`src/rtl/piece_lock_pkg.sv`:
```
// Shared board geometry, piece codes, FSM states and request payload for piece_lock.
package piece_lock_pkg;

  localparam int unsigned BOARD_W    = 10;
  localparam int unsigned BOARD_H    = 24;
  localparam int unsigned SPAWN_ROWS = 4;
  localparam int unsigned COLOUR_W   = 6;
  localparam int unsigned ADDR_W     = 8;
  localparam int unsigned COORD_W    = 7;

  localparam logic [COLOUR_W-1:0] EMPTY = '0;

  typedef enum logic [2:0] {
    PT_I   = 3'd0,
    PT_O   = 3'd1,
    PT_T   = 3'd2,
    PT_S   = 3'd3,
    PT_Z   = 3'd4,
    PT_J   = 3'd5,
    PT_L   = 3'd6,
    PT_BAD = 3'd7
  } piece_t;

  typedef enum logic [2:0] {
    ST_IDLE = 3'd0,
    ST_ADDR = 3'd1,
    ST_WAIT = 3'd2,
    ST_SAMP = 3'd3,
    ST_WR   = 3'd4,
    ST_WE   = 3'd5,
    ST_DONE = 3'd6
  } state_t;

  typedef struct packed {
    logic                check_only;
    piece_t              piece_type;
    logic [1:0]          piece_rot;
    logic [4:0]          pos_x;
    logic [5:0]          pos_y;
    logic [COLOUR_W-1:0] colour;
  } req_t;

  // cy*BOARD_W + cx with the x10 built from two shifts; callers guarantee in-bounds cells.
  function automatic logic [ADDR_W-1:0] cell_addr(input logic [COORD_W-1:0] cy,
                                                  input logic [COORD_W-1:0] cx);
    return (ADDR_W'(cy) << 3) + (ADDR_W'(cy) << 1) + ADDR_W'(cx);
  endfunction

endpackage

```
`src/rtl/piece_lock_if.sv`:
```
// Request/result handshake and board RAM port of piece_lock.
interface piece_lock_if;

  logic                                  enable;
  logic                                  check_only;
  logic [2:0]                            piece_type;
  logic [1:0]                            piece_rot;
  logic [4:0]                            pos_x;
  logic [5:0]                            pos_y;
  logic [piece_lock_pkg::COLOUR_W-1:0]   colour;
  logic [piece_lock_pkg::COLOUR_W-1:0]   ram_Q;
  logic [piece_lock_pkg::ADDR_W-1:0]     ram_addr;
  logic [piece_lock_pkg::COLOUR_W-1:0]   ram_data;
  logic                                  ram_wren;
  logic                                  complete;
  logic                                  collision;
  logic                                  top_out;

  modport master (
    output enable, check_only, piece_type, piece_rot, pos_x, pos_y, colour, ram_Q,
    input  ram_addr, ram_data, ram_wren, complete, collision, top_out
  );

  modport slave (
    input  enable, check_only, piece_type, piece_rot, pos_x, pos_y, colour, ram_Q,
    output ram_addr, ram_data, ram_wren, complete, collision, top_out
  );

endinterface

```
`src/rtl/piece_lock_tetromino_cells.sv`:
```
// Combinational shape ROM: cell offsets (dx,dy) of a piece inside its 4x4 box, in row-major order.
module piece_lock_tetromino_cells
  import piece_lock_pkg::*;
(
  input  piece_t     piece_type,
  input  logic [1:0] piece_rot,
  input  logic [1:0] idx,
  output logic [1:0] dx_c,
  output logic [1:0] dy_c
);

  // Each nibble of a shape word is one cell {dy,dx}; cell 0 in the low nibble.
  function automatic logic [15:0] pick(input logic [1:0] r,
                                       input logic [15:0] s0, input logic [15:0] s1,
                                       input logic [15:0] s2, input logic [15:0] s3);
    logic [15:0] s;
    case (r)
      2'd0:    s = s0;
      2'd1:    s = s1;
      2'd2:    s = s2;
      default: s = s3;
    endcase
    return s;
  endfunction

  logic [15:0] shape_c;
  logic [3:0]  cell_c;

  always_comb begin
    shape_c = '0;
    case (piece_type)
      PT_I:    shape_c = pick(piece_rot, 16'h7654, 16'hEA62, 16'hBA98, 16'hD951);
      PT_O:    shape_c = pick(piece_rot, 16'h6521, 16'h6521, 16'h6521, 16'h6521);
      PT_T:    shape_c = pick(piece_rot, 16'h6541, 16'h9651, 16'h9654, 16'h9541);
      PT_S:    shape_c = pick(piece_rot, 16'h5421, 16'hA651, 16'h9865, 16'h9540);
      PT_Z:    shape_c = pick(piece_rot, 16'h6510, 16'h9652, 16'hA954, 16'h8541);
      PT_J:    shape_c = pick(piece_rot, 16'h6540, 16'h9521, 16'hA654, 16'h9851);
      PT_L:    shape_c = pick(piece_rot, 16'h6542, 16'hA951, 16'h8654, 16'h9510);
      default: shape_c = '0;
    endcase
  end

  assign cell_c = 4'(shape_c >> {idx, 2'b00});
  assign dx_c   = cell_c[1:0];
  assign dy_c   = cell_c[3:2];

endmodule

```
`src/rtl/piece_lock.sv`:
```
// Collision-checks the active tetromino against board RAM and, unless check_only,
// commits its four cells with the piece colour.
module piece_lock
  import piece_lock_pkg::*;
(
  input  logic        clk,
  input  logic        resetn,
  piece_lock_if.slave bus
);

  state_t              state_q, state_d;
  req_t                req_q, req_d;
  logic [1:0]          idx_q, idx_d;
  logic                oob_q, oob_d;
  logic [ADDR_W-1:0]   addr_q, addr_d;
  logic [COLOUR_W-1:0] data_q, data_d;
  logic                wren_q, wren_d;
  logic                complete_q, complete_d;
  logic                collision_q, collision_d;
  logic                top_out_q, top_out_d;

  logic [1:0]          dx_c, dy_c;
  logic [COORD_W-1:0]  cx_c, cy_c;
  logic                cell_oob_c;
  logic [ADDR_W-1:0]   cell_addr_c;

  piece_lock_tetromino_cells u_cells (
    .piece_type (req_q.piece_type),
    .piece_rot  (req_q.piece_rot),
    .idx        (idx_q),
    .dx_c       (dx_c),
    .dy_c       (dy_c)
  );

  // Board coordinates of the current cell; x is sign-extended so off-left cells read as negative.
  assign cx_c = COORD_W'($signed(req_q.pos_x)) + COORD_W'(dx_c);
  assign cy_c = COORD_W'(req_q.pos_y) + COORD_W'(dy_c);

  assign cell_oob_c = (req_q.piece_type == PT_BAD) || cx_c[COORD_W-1] ||
                      (cx_c >= COORD_W'(BOARD_W)) || (cy_c >= COORD_W'(BOARD_H));
  assign cell_addr_c = cell_addr(cy_c, cx_c);

  always_comb begin
    state_d     = state_q;
    req_d       = req_q;
    idx_d       = idx_q;
    oob_d       = oob_q;
    addr_d      = addr_q;
    data_d      = data_q;
    wren_d      = 1'b0;
    complete_d  = complete_q;
    collision_d = collision_q;
    top_out_d   = top_out_q;

    if (!bus.enable) begin
      // Dropping the request aborts anything in flight and clears all results.
      state_d     = ST_IDLE;
      idx_d       = '0;
      oob_d       = 1'b0;
      addr_d      = '0;
      data_d      = '0;
      complete_d  = 1'b0;
      collision_d = 1'b0;
      top_out_d   = 1'b0;
    end else begin
      case (state_q)
        ST_IDLE: begin
          req_d.check_only = bus.check_only;
          req_d.piece_type = piece_t'(bus.piece_type);
          req_d.piece_rot  = bus.piece_rot;
          req_d.pos_x      = bus.pos_x;
          req_d.pos_y      = bus.pos_y;
          req_d.colour     = bus.colour;
          idx_d            = '0;
          oob_d            = 1'b0;
          state_d          = ST_ADDR;
        end
        ST_ADDR: begin
          oob_d = cell_oob_c;
          if (!cell_oob_c) begin
            addr_d = cell_addr_c;
          end
          state_d = ST_WAIT;
        end
        ST_WAIT: begin
          state_d = ST_SAMP;
        end
        ST_SAMP: begin
          if (oob_q || (bus.ram_Q != EMPTY)) begin
            collision_d = 1'b1;
            state_d     = ST_DONE;
          end else if (idx_q == 2'd3) begin
            idx_d   = '0;
            state_d = req_q.check_only ? ST_DONE : ST_WR;
          end else begin
            idx_d   = idx_q + 2'd1;
            state_d = ST_ADDR;
          end
        end
        ST_WR: begin
          addr_d = cell_addr_c;
          data_d = req_q.colour;
          wren_d = 1'b1;
          if (cy_c < COORD_W'(SPAWN_ROWS)) begin
            top_out_d = 1'b1;
          end
          state_d = ST_WE;
        end
        ST_WE: begin
          if (idx_q == 2'd3) begin
            state_d = ST_DONE;
          end else begin
            idx_d   = idx_q + 2'd1;
            state_d = ST_WR;
          end
        end
        ST_DONE: begin
          complete_d = 1'b1;
        end
        default: begin
          state_d = ST_IDLE;
        end
      endcase
    end
  end

  always_ff @(posedge clk or negedge resetn) begin
    if (!resetn) begin
      state_q     <= ST_IDLE;
      req_q       <= '0;
      idx_q       <= '0;
      oob_q       <= 1'b0;
      addr_q      <= '0;
      data_q      <= '0;
      wren_q      <= 1'b0;
      complete_q  <= 1'b0;
      collision_q <= 1'b0;
      top_out_q   <= 1'b0;
    end else begin
      state_q     <= state_d;
      req_q       <= req_d;
      idx_q       <= idx_d;
      oob_q       <= oob_d;
      addr_q      <= addr_d;
      data_q      <= data_d;
      wren_q      <= wren_d;
      complete_q  <= complete_d;
      collision_q <= collision_d;
      top_out_q   <= top_out_d;
    end
  end

  assign bus.ram_addr  = addr_q;
  assign bus.ram_data  = data_q;
  assign bus.ram_wren  = wren_q;
  assign bus.complete  = complete_q;
  assign bus.collision = collision_q;
  assign bus.top_out   = top_out_q;

endmodule

```
`src/flat_wrapper.sv`:
```
// flat-port wrapper written by rule: the top's interface ports become plain ports
module piece_lock_flat import piece_lock_pkg::*;
  (clk, resetn, bus_enable, bus_check_only, bus_piece_type, bus_piece_rot, bus_pos_x, bus_pos_y, bus_colour, bus_ram_Q, bus_ram_addr, bus_ram_data, bus_ram_wren, bus_complete, bus_collision, bus_top_out);
  piece_lock_if bus_i ();
  input  logic clk;
  input  logic resetn;
  input wire logic [$bits(bus_i.enable)-1:0] bus_enable;
  input wire logic [$bits(bus_i.check_only)-1:0] bus_check_only;
  input wire logic [$bits(bus_i.piece_type)-1:0] bus_piece_type;
  input wire logic [$bits(bus_i.piece_rot)-1:0] bus_piece_rot;
  input wire logic [$bits(bus_i.pos_x)-1:0] bus_pos_x;
  input wire logic [$bits(bus_i.pos_y)-1:0] bus_pos_y;
  input wire logic [$bits(bus_i.colour)-1:0] bus_colour;
  input wire logic [$bits(bus_i.ram_Q)-1:0] bus_ram_Q;
  output wire logic [$bits(bus_i.ram_addr)-1:0] bus_ram_addr;
  output wire logic [$bits(bus_i.ram_data)-1:0] bus_ram_data;
  output wire logic [$bits(bus_i.ram_wren)-1:0] bus_ram_wren;
  output wire logic [$bits(bus_i.complete)-1:0] bus_complete;
  output wire logic [$bits(bus_i.collision)-1:0] bus_collision;
  output wire logic [$bits(bus_i.top_out)-1:0] bus_top_out;
  assign bus_i.enable = bus_enable;
  assign bus_i.check_only = bus_check_only;
  assign bus_i.piece_type = bus_piece_type;
  assign bus_i.piece_rot = bus_piece_rot;
  assign bus_i.pos_x = bus_pos_x;
  assign bus_i.pos_y = bus_pos_y;
  assign bus_i.colour = bus_colour;
  assign bus_i.ram_Q = bus_ram_Q;
  assign bus_ram_addr = bus_i.ram_addr;
  assign bus_ram_data = bus_i.ram_data;
  assign bus_ram_wren = bus_i.ram_wren;
  assign bus_complete = bus_i.complete;
  assign bus_collision = bus_i.collision;
  assign bus_top_out = bus_i.top_out;
  piece_lock u_core (.clk(clk), .resetn(resetn), .bus(bus_i));
endmodule
```
`config.mk`:
```
export PLATFORM = sky130hd
export DESIGN_NAME = piece_lock_flat
export DESIGN_NICKNAME = d
export VERILOG_FILES = /design/src/rtl/piece_lock_pkg.sv /design/src/rtl/piece_lock_if.sv /design/src/rtl/piece_lock_tetromino_cells.sv /design/src/rtl/piece_lock.sv /design/src/flat_wrapper.sv
export SDC_FILE = /design/constraint.sdc
export NUM_CORES = 1
export LEC_CHECK = 0
export CAP_MARGIN = 20
export CORE_ASPECT_RATIO = 1.2
export CORE_MARGIN = 2
export CORE_UTILIZATION = 55
export CTS_CLUSTER_DIAMETER = 30
export DETAILED_ROUTE_END_ITERATION = 10
export DONT_BUFFER_PORTS = 1
export PLACE_DENSITY = 0.73
export SLEW_MARGIN = 25
export SYNTH_ARGS = -nofsm -noshare
export SYNTH_HDL_FRONTEND = slang
export SYNTH_SLANG_ARGS = --single-unit
```
`constraint.sdc`:
```
create_clock -name clk -period 4.3 [get_ports clk]
set_input_delay 0.86 -clock clk [delete_from_list [all_inputs] [get_ports clk]]
set_output_delay 0.86 -clock clk [all_outputs]
set_load 0.02 [all_outputs]
```
Word-level counts from Yosys, hierarchy flattened
Index checks and enable logic that the tools add are counted.
{"block": "op_classes", "n_addsub": 5, "order_cmp": 3, "n_eq_ne": 28, "shift": 1, "n_mux": 35, "reduce_logical": 13}
{"op": "$pmux 16 s3", "n": 6}
{"op": "$pmux 16 s7", "n": 1}
{"op": "$eq 3x3->1 const B", "n": 7}
{"op": "$pmux 3 s7", "n": 1}
{"op": "$mux 8", "n": 2}
{"op": "$pmux 8 s2", "n": 1}
{"op": "$shr 16x4->4", "n": 1}
{"op": "$eq 3x2->1 const B", "n": 4}
{"op": "$mux 2", "n": 6}
{"op": "$mux 6", "n": 2}
{"op": "$mux 1", "n": 11}
{"op": "$ne 2x1->1 const B", "n": 5}
{"op": "$mux 3", "n": 3}
{"op": "$ne 3x3->1 const B", "n": 3}
{"op": "$add 8x7->8", "n": 1}
{"op": "$add 8x8->8", "n": 1}
{"op": "$reduce_and 2->1", "n": 4}
{"op": "$add 6x2->7", "n": 1}
{"op": "$ge 7x4->1 const B", "n": 1}
{"op": "$ge 7x5->1 const B", "n": 1}
{"op": "$lt 7x3->1 const B", "n": 1}
{"op": "$add 5x3->6", "n": 1}
{"op": "$eq 3x1->1 const B", "n": 2}
{"op": "$logic_not 3->1", "n": 2}
{"op": "12 further kinds", "n": 17}
{"block": "totals", "regBits": 47, "input_bits": 32, "out_inout_bits": 18, "word_cells": 100}

Depth between registers and ports, before layout
Gate-level depths: netlist (run 1).
{"block": "depth", "depth_word": 11, "ltp_mapped": 21, "depth_no_buf": 21}

Cells and area by module
A second synthesis (run 1) with hierarchy kept.
{"block": "unflattened", "cells_unflattened": 372, "hier_area_um2": 3582.2}
{"mod": "piece_lock", "n_inst": 1, "cells_per_inst": 257, "area_per_inst_um2": 2752.6, "seq_area_each_um2": 1176.1}
{"mod": "piece_lock_tetromino_cells", "n_inst": 1, "cells_per_inst": 115, "area_per_inst_um2": 829.5, "seq_area_each_um2": 0.0}

Worst setup path after synthesis (run 1)
No wires, ideal clock.
{"block": "synth_timing", "path_type": "register to register", "from": "register u_core.req_q[17] in the netlist's numbering", "to": "register u_core.addr_q[7], in the netlist u_core.bus.ram_addr[7]", "setup_time_ns": 0.087, "t_arrival_ns": 4.175, "required_ns": 4.213, "path_slack_ns": 0.038, "stages_incl_launch_ff": 21, "n_path_buf": 1, "cell_sequence": "dfrtp_1 -> inv_1 -> ha_1 -> clkbuf_2 -> inv_1 -> a211o_1 -> a21oi_1 -> a21oi_1 -> mux4_2 -> ha_1 -> fa_1 -> nand3_1 -> xor2_1 -> fa_1 -> inv_1 -> ha_1 -> o21ai_0 -> o21bai_1 -> a21oi_1 -> xnor2_1 -> a211oi_2"}
{"block": "synth_via", "elab_chain_cells": 10, "word_cells_on_any_way": 25}
{"element": "start, declared", "line_no": "piece_lock.sv:12", "source": "req_t req_q, req_d;"}
{"element": "start signal, assigned", "line_no": "piece_lock.sv:141", "source": "req_q <= req_d;"}
{"element": "$eq 2x2->1 (tied with other cells)", "line_no": "piece_lock_tetromino_cells.sv:17", "source": "case (r)"}
{"element": "$pmux 16 s3", "line_no": "piece_lock_tetromino_cells.sv:17"}
{"element": "$pmux 16 s7 *", "line_no": "piece_lock_tetromino_cells.sv:31", "source": "case (piece_type)"}
{"element": "$shr 16x4->4 *", "line_no": "piece_lock_tetromino_cells.sv:43", "source": "assign cell_c = 4'(shape_c >> {idx, 2'b00});"}
{"element": "$add 6x2->7 or $add 5x3->6 (tied branches)", "line_no": "piece_lock.sv:37, piece_lock.sv:36"}
{"element": "$add 8x8->8 (tied with other cells)", "line_no": "piece_lock_pkg.sv:46", "source": "return (ADDR_W'(cy) << 3) + (ADDR_W'(cy) << 1) + ADDR_W'(cx);"}
{"element": "$add 8x7->8 or $logic_or 1x1->1 (tied branches)", "line_no": "piece_lock_pkg.sv:46, piece_lock.sv:39"}
{"element": "$mux 8 or $logic_or 1x1->1 (tied branches)", "line_no": "piece_lock.sv:80, piece_lock.sv:40"}
{"element": "$pmux 8 s2 or $ne 3x3->1 (tied branches)"}
{"element": "$mux 8 or $reduce_and 2->1 (tied branches)"}
{"element": "end signal, assigned", "line_no": "piece_lock.sv:144", "source": "addr_q <= addr_d;"}
{"element": "end, declared", "line_no": "piece_lock.sv:15", "source": "logic [ADDR_W-1:0] addr_q, addr_d;"}
Mark *: on every way between the ends. The rest lies on a longest branch, timed or not. The select of a mux whose other input is x is not followed.
A chain may end at the register's enable or synchronous reset.

Final worst setup path (run 1)
Ends and elaborated chain as after synthesis.

==> results of run 1 <==
cells in the mapped netlist, types with 3 or more instances:
library cell / instances / area [um^2]
sky130_fd_sc_hd__dfrtp_1: 47 / 1180
sky130_fd_sc_hd__nand2_1: 30 / 113
sky130_fd_sc_hd__nor2_1: 28 / 105
sky130_fd_sc_hd__mux2_2: 22 / 248
sky130_fd_sc_hd__inv_1: 21 / 78.8
sky130_fd_sc_hd__ha_1: 20 / 250
sky130_fd_sc_hd__o21ai_0: 20 / 100
sky130_fd_sc_hd__a21oi_1: 19 / 95.1
sky130_fd_sc_hd__mux2i_1: 16 / 160
sky130_fd_sc_hd__buf_2: 10 / 50.1
sky130_fd_sc_hd__nand2b_1: 9 / 56.3
sky130_fd_sc_hd__nor3_1: 8 / 40.0
sky130_fd_sc_hd__clkbuf_1: 7 / 26.3
sky130_fd_sc_hd__nand3_1: 7 / 35.0
sky130_fd_sc_hd__xnor2_1: 7 / 61.3
sky130_fd_sc_hd__a31oi_1: 6 / 37.5
sky130_fd_sc_hd__fa_1: 6 / 120
sky130_fd_sc_hd__xor2_1: 5 / 43.8
sky130_fd_sc_hd__a211oi_1: 4 / 30.0
sky130_fd_sc_hd__buf_4: 4 / 30.0
sky130_fd_sc_hd__nor2b_1: 4 / 25.0
sky130_fd_sc_hd__o211ai_1: 4 / 30.0
sky130_fd_sc_hd__a211o_1: 3 / 26.3
sky130_fd_sc_hd__a21o_1: 3 / 22.5
sky130_fd_sc_hd__a311oi_1: 3 / 26.3
sky130_fd_sc_hd__buf_6: 3 / 33.8
sky130_fd_sc_hd__mux4_2: 3 / 67.6
sky130_fd_sc_hd__nor4_1: 3 / 18.8
worst max-delay path by stage:
stage	start	to	cells after the start
5_1_grt	u_core.req_q[18]$_DFFE_PN0P_	u_core.bus.ram_addr[7]$_DFFE_PN0P_	21
3_5_place_dp	u_core.req_q[17]$_DFFE_PN0P_	u_core.bus.ram_addr[7]$_DFFE_PN0P_	20
3_3_place_gp	u_core.req_q[17]$_DFFE_PN0P_	u_core.bus.ram_addr[7]$_DFFE_PN0P_	20
6_report	u_core.req_q[17]$_DFFE_PN0P_	u_core.bus.ram_addr[7]$_DFFE_PN0P_	20
2_1_floorplan	u_core.req_q[17]$_DFFE_PN0P_	u_core.bus.ram_addr[7]$_DFFE_PN0P_	20
4_1_cts	u_core.req_q[17]$_DFFE_PN0P_	u_core.bus.ram_addr[7]$_DFFE_PN0P_	18
cell usage in the layout, fill, tap and decap left out, types with 4 or more instances in the layout:
master	Yosys	layout
sky130_fd_sc_hd__ha_1	20	9
sky130_fd_sc_hd__nor3_1	8	8
sky130_fd_sc_hd__nand2_1	30	29
sky130_fd_sc_hd__ha_4	0	10
sky130_fd_sc_hd__o21ai_0	20	13
sky130_fd_sc_hd__xnor2_1	7	4
sky130_fd_sc_hd__clkbuf_8	0	5
sky130_fd_sc_hd__a31oi_1	6	6
sky130_fd_sc_hd__inv_2	1	5
sky130_fd_sc_hd__nand3_1	7	6
sky130_fd_sc_hd__a21oi_1	19	16
sky130_fd_sc_hd__o21ai_1	1	6
sky130_fd_sc_hd__dfrtp_1	47	45
sky130_fd_sc_hd__mux2_2	22	21
sky130_fd_sc_hd__inv_1	21	15
sky130_fd_sc_hd__mux2i_1	16	16
sky130_fd_sc_hd__nor2_1	28	26
sky130_fd_sc_hd__buf_4	4	33
sky130_fd_sc_hd__buf_6	3	4
sky130_fd_sc_hd__nand2b_1	9	7
sky130_fd_sc_hd__o211ai_1	4	4
stage by stage:
stage / total power, mW / hold WS, ns / setup WS (ns) / instance area (um^2)
floorplan: 1.69 / 0.480 / 0.0382 / 3460
global placement: 2.14 / 0.491 / -0.126 / 3660
detailed placement: 2.15 / 0.500 / -0.210 / 3660
CTS: 2.56 / 0.235 / 0.00940 / 3800
global route: 3.20 / 0.222 / -0.122 / 4100
finish: 2.99 / 0.241 / 0.0600 / 4100
registers in the layout, indices dropped and copies added, names as in the netlist:
name / count
u_core.bus.ram_wren: 1
u_core.bus.ram_addr: 8
u_core.bus.complete: 1
u_core.bus.collision: 1
u_core.bus.ram_data: 6
u_core.idx_q: 2
u_core.req_q: 23
u_core.bus.top_out: 1
u_core.oob_q: 1
u_core.state_q: 3
metal layers:
layer  global-route usage [%]  vias to the layer above  wire length, um
li1                         -                     1326                -
met4                     5.91                        0               80
met1                     30.0                     1370             3500
met2                     37.2                       63             4050
met5                        0                        -                0
met3                     4.80                        6              403
power by group:
part           switching [mW]  internal (mW)  total [mW]
Sequential              0.128          0.525       0.653
Combinational           0.936           1.07        2.01
Clock                   0.156          0.170       0.326
Total                    1.22           1.76        2.99
area by class of cell:
cell class	count	area, um^2
Tap cell	82	103
Multi-Input combinational cell	268	2310
Timing Repair Buffer	38	313
Inverter	23	95.1
Clock buffer	5	68.8
Fill cell	442	1950
Sequential cell	47	1180
Clock inverter	2	37.5
logic make-up after synthesis:
logic type | Yosys count
flip-flops | 47
buffers and inverters | 49
XOR/XNOR | 12
adder cells (fa/ha/maj) | 26
multiplexers | 41
AND/OR/NAND/NOR | 99
AO/OA/AOI/OAI | 90
timing repair:
| item | CTS | global route |
|---|---|---|
| resized for setup | 10 | 57 |
| endpoints found under the setup margin | 3 | 3 |
| setup buffers | 1 | 6 |
| hold buffers | 0 | 0 |
| endpoints found under the hold margin | 0 | 0 |
| pin swaps | 2 | 26 |
==> report_table.html, run 1 <==
<table>
<tr><th>Metric</th><th>Value</th></tr>
<tr><th colspan="2">Layout</th></tr>
<tr><td>ANT cells</td><td>0</td></tr>
<tr><td>Fraction of layout cells with a size suffix above 1</td><td>31.9%</td></tr>
<tr><td>Area growth from synthesis to final layout</td><td>18.7%</td></tr>
<tr><td>Fin cells</td><td>465</td></tr>
<tr><td>Final layout net count</td><td>441</td></tr>
<tr><td>Final core occ</td><td>67.8%</td></tr>
<tr><th colspan="2">Logic synthesis</th></tr>
<tr><td>Flip-flop and latch count after synthesis</td><td>47</td></tr>
<tr><td>Unique masters post-synth</td><td>60</td></tr>
<tr><td>Most used DFF post-synth</td><td>sky130_fd_sc_hd__dfrtp_1</td></tr>
<tr><td>Simple-Gate Fraction of Synth Area</td><td>13.7%</td></tr>
<tr><td>Netlist area before placement</td><td>3460 um^2</td></tr>
<tr><td>Syn_area_per_cell</td><td>9.49 um^2</td></tr>
<tr><td>Share of the synthesized area in compound gates (AO/OA/AOI/OAI)</td><td>18.0%</td></tr>
<tr><td>Post-Synth Adder-Cell Area</td><td>10.7%</td></tr>
<tr><td>Share of synthesized area occupied by flip-flops and latches</td><td>34.0%</td></tr>
<tr><td>Synth async-reset ratio</td><td>100%</td></tr>
<tr><td>Number of nets in the synthesized netlist</td><td>422</td></tr>
<tr><td>Number of synthesized flops with an enable pin</td><td>0</td></tr>
<tr><td>Synthesized instance count</td><td>364</td></tr>
<tr><td>Fraction of synthesized cell area in xor and xnor cells</td><td>3.04%</td></tr>
<tr><td>Main combinational cell family by area after synthesis</td><td>compound AO/OA/AOI/OAI gates</td></tr>
<tr><td>Count of synthesis-stage warnings from yosys</td><td>0</td></tr>
<tr><td>Proportion of synthesized area in mux cells</td><td>13.8%</td></tr>
<tr><th colspan="2">Worst setup path</th></tr>
<tr><td>Max FO, Critical Path</td><td>9</td></tr>
<tr><td>Nature of the critical path startpoint</td><td>flop</td></tr>
<tr><td>CP bufs+invs</td><td>3</td></tr>
<tr><td>Worst reg2reg endpoint</td><td>u_core.bus.ram_addr[7]$_DFFE_PN0P_</td></tr>
<tr><td>Worst path cell trace</td><td>buf_6 &gt; ha_4 &gt; nand2b_4 &gt; o21ai_0 &gt; o21ai_1 &gt; a21oi_1 &gt; mux4_2 &gt; ha_4 &gt; inv_2 &gt; fa_2 &gt; nand3b_1 &gt; xor2_2 &gt; fa_1 &gt; inv_2 &gt; ha_4 &gt; o21ai_4 &gt; o21bai_1 &gt; a21oi_2 &gt; xnor2_2 &gt; a211oi_2</td></tr>
<tr><td>WP data required</td><td>4.52 ns</td></tr>
<tr><td>Arrival time reported for the critical path endpoint</td><td>4.46 ns</td></tr>
<tr><td>Crit path capture type</td><td>flop</td></tr>
<tr><td>Worst path slowest cell</td><td>sky130_fd_sc_hd__fa_1</td></tr>
<tr><td>Worst setup path category</td><td>reg2reg</td></tr>
<tr><td>Family of cells with the greatest summed delay on the critical path</td><td>adder cells</td></tr>
<tr><td>Stage delay of the slowest cell on the critical path</td><td>0.57 ns</td></tr>
<tr><td>Register-to-register path setup slack</td><td>0.06 ns</td></tr>
<tr><td>Cell repeated most along the worst path</td><td>sky130_fd_sc_hd__ha_4</td></tr>
<tr><td>Reg-to-reg critical path startpoint</td><td>u_core.req_q[17]$_DFFE_PN0P_</td></tr>
<tr><td>Number of cells traversed by the worst register-to-register path</td><td>20</td></tr>
<tr><th colspan="2">Global route</th></tr>
<tr><td>Antenna violations before repair</td><td>0</td></tr>
<tr><td>Wire length of the first global-routing pass</td><td>12700 um</td></tr>
<tr><td>Overflow after GRT</td><td>0</td></tr>
<tr><td>Number of global-route vias before repair</td><td>2712</td></tr>
<tr><td>Pin count of the biggest net entering global routing</td><td>48</td></tr>
<tr><td>GR Util All Layers</td><td>22.5%</td></tr>
<tr><th colspan="2">Die</th></tr>
<tr><td>Vertical extent of the die</td><td>90.8 um</td></tr>
<tr><td>Total I/O pin count</td><td>50</td></tr>
<tr><td>Initial core utilization</td><td>57.1%</td></tr>
<tr><td>Die area</td><td>6940 um^2</td></tr>
<tr><td>Number of standard-cell rows in the floorplan</td><td>31</td></tr>
<tr><td>Floorplan Core Area</td><td>6050 um^2</td></tr>
<tr><td>Width of the chip</td><td>76.4 um</td></tr>
<tr><th colspan="2">Place</th></tr>
<tr><td>Global placer's final weighted congestion</td><td>0.858</td></tr>
<tr><td>Number of placed instances with taps included</td><td>451</td></tr>
<tr><td>Placed wire-length estimate after detailed placement</td><td>5380 um</td></tr>
<tr><td>IO Port Bufs</td><td>0</td></tr>
<tr><th colspan="2">Routing</th></tr>
<tr><td>Iteration-0 DRC count of the detailed router</td><td>248</td></tr>
<tr><td>Routed wire length</td><td>8040 um</td></tr>
<tr><td>Via count normalized by instance count</td><td>5.95</td></tr>
<tr><td>Total iterations of the first detailed-routing run</td><td>5</td></tr>
<tr><td>Count of vias placed by the detailed router</td><td>2765</td></tr>
<tr><td>Post-DR wirelength/cell</td><td>17.3 um</td></tr>
<tr><td>Residual DRC</td><td>0</td></tr>
<tr><td>Final antenna-violating net count</td><td>0</td></tr>
<tr><th colspan="2">Pwr</th></tr>
<tr><td>Leakage power total</td><td>1.71 nW</td></tr>
<tr><td>Pwr per Cell Area</td><td>728 nW/um^2</td></tr>
<tr><td>Worst vdd ir</td><td>374 uV</td></tr>
<tr><th colspan="2">Timing</th></tr>
<tr><td>RSZ-0062 raised after global routing</td><td>yes</td></tr>
<tr><td>Final setup violation count</td><td>0</td></tr>
<tr><td>Final clock skew</td><td>0.00479 ns</td></tr>
<tr><td>Max Freq</td><td>0.236 GHz</td></tr>
<tr><td>Number of pins exceeding their max-slew limit in the final report</td><td>0</td></tr>
<tr><td>Setup_tns</td><td>0 ns</td></tr>
<tr><td>Slew at the pin closest to its max-slew limit</td><td>0.587 ns</td></tr>
<tr><td>Final Cycle Share</td><td>98.6%</td></tr>
<tr><td>Minimum period implied by the final worst setup slack</td><td>4.24 ns</td></tr>
<tr><td>Fin. Hold Viols</td><td>0</td></tr>
<tr><td>Worst-case headroom to the max-slew limit</td><td>60.6%</td></tr>
<tr><th colspan="2">Min path</th></tr>
<tr><td>Class of the tightest hold or removal check</td><td>in2async</td></tr>
<tr><th colspan="2">Clock network</th></tr>
<tr><td>H-tree levels</td><td>2</td></tr>
<tr><td>Clock-pin slew on the worst setup and hold paths</td><td>0.09 ns</td></tr>
<tr><td>Clock tree from TritonCTS</td><td>done</td></tr>
<tr><td>Max Root-Sink Buffers</td><td>2</td></tr>
<tr><td>TritonCTS Buffers</td><td>5</td></tr>
<tr><td>Worst skew pair latency</td><td>0.30 ns</td></tr>
<tr><td>Sink count of the clock tree</td><td>47</td></tr>
<tr><td>Master cell of the clock root buffer</td><td>sky130_fd_sc_hd__clkbuf_8</td></tr>
<tr><th colspan="2">Job</th></tr>
<tr><td>Number of max-cap violations</td><td>0</td></tr>
<tr><th colspan="2">Status</th></tr>
<tr><td>Run status</td><td>complete, no violations</td></tr>
</table>
Power figures use the tool's default switching activity.
==> inputs of run 2 (changes only) <==
--- a/config.mk
+++ b/config.mk
@@ -9,11 +9,11 @@
 export CORE_ASPECT_RATIO = 1.2
 export CORE_MARGIN = 2
 export CORE_UTILIZATION = 55
-export CTS_CLUSTER_DIAMETER = 30
+export CTS_CLUSTER_DIAMETER = 40
 export DETAILED_ROUTE_END_ITERATION = 10
 export DONT_BUFFER_PORTS = 1
 export PLACE_DENSITY = 0.73
-export SLEW_MARGIN = 25
+export SLEW_MARGIN = 40
 export SYNTH_ARGS = -nofsm -noshare
 export SYNTH_HDL_FRONTEND = slang
 export SYNTH_SLANG_ARGS = --single-unit
==> results of run 2 <==
Same layout as run 1: the final DEF is identical, and so are final timing and power.
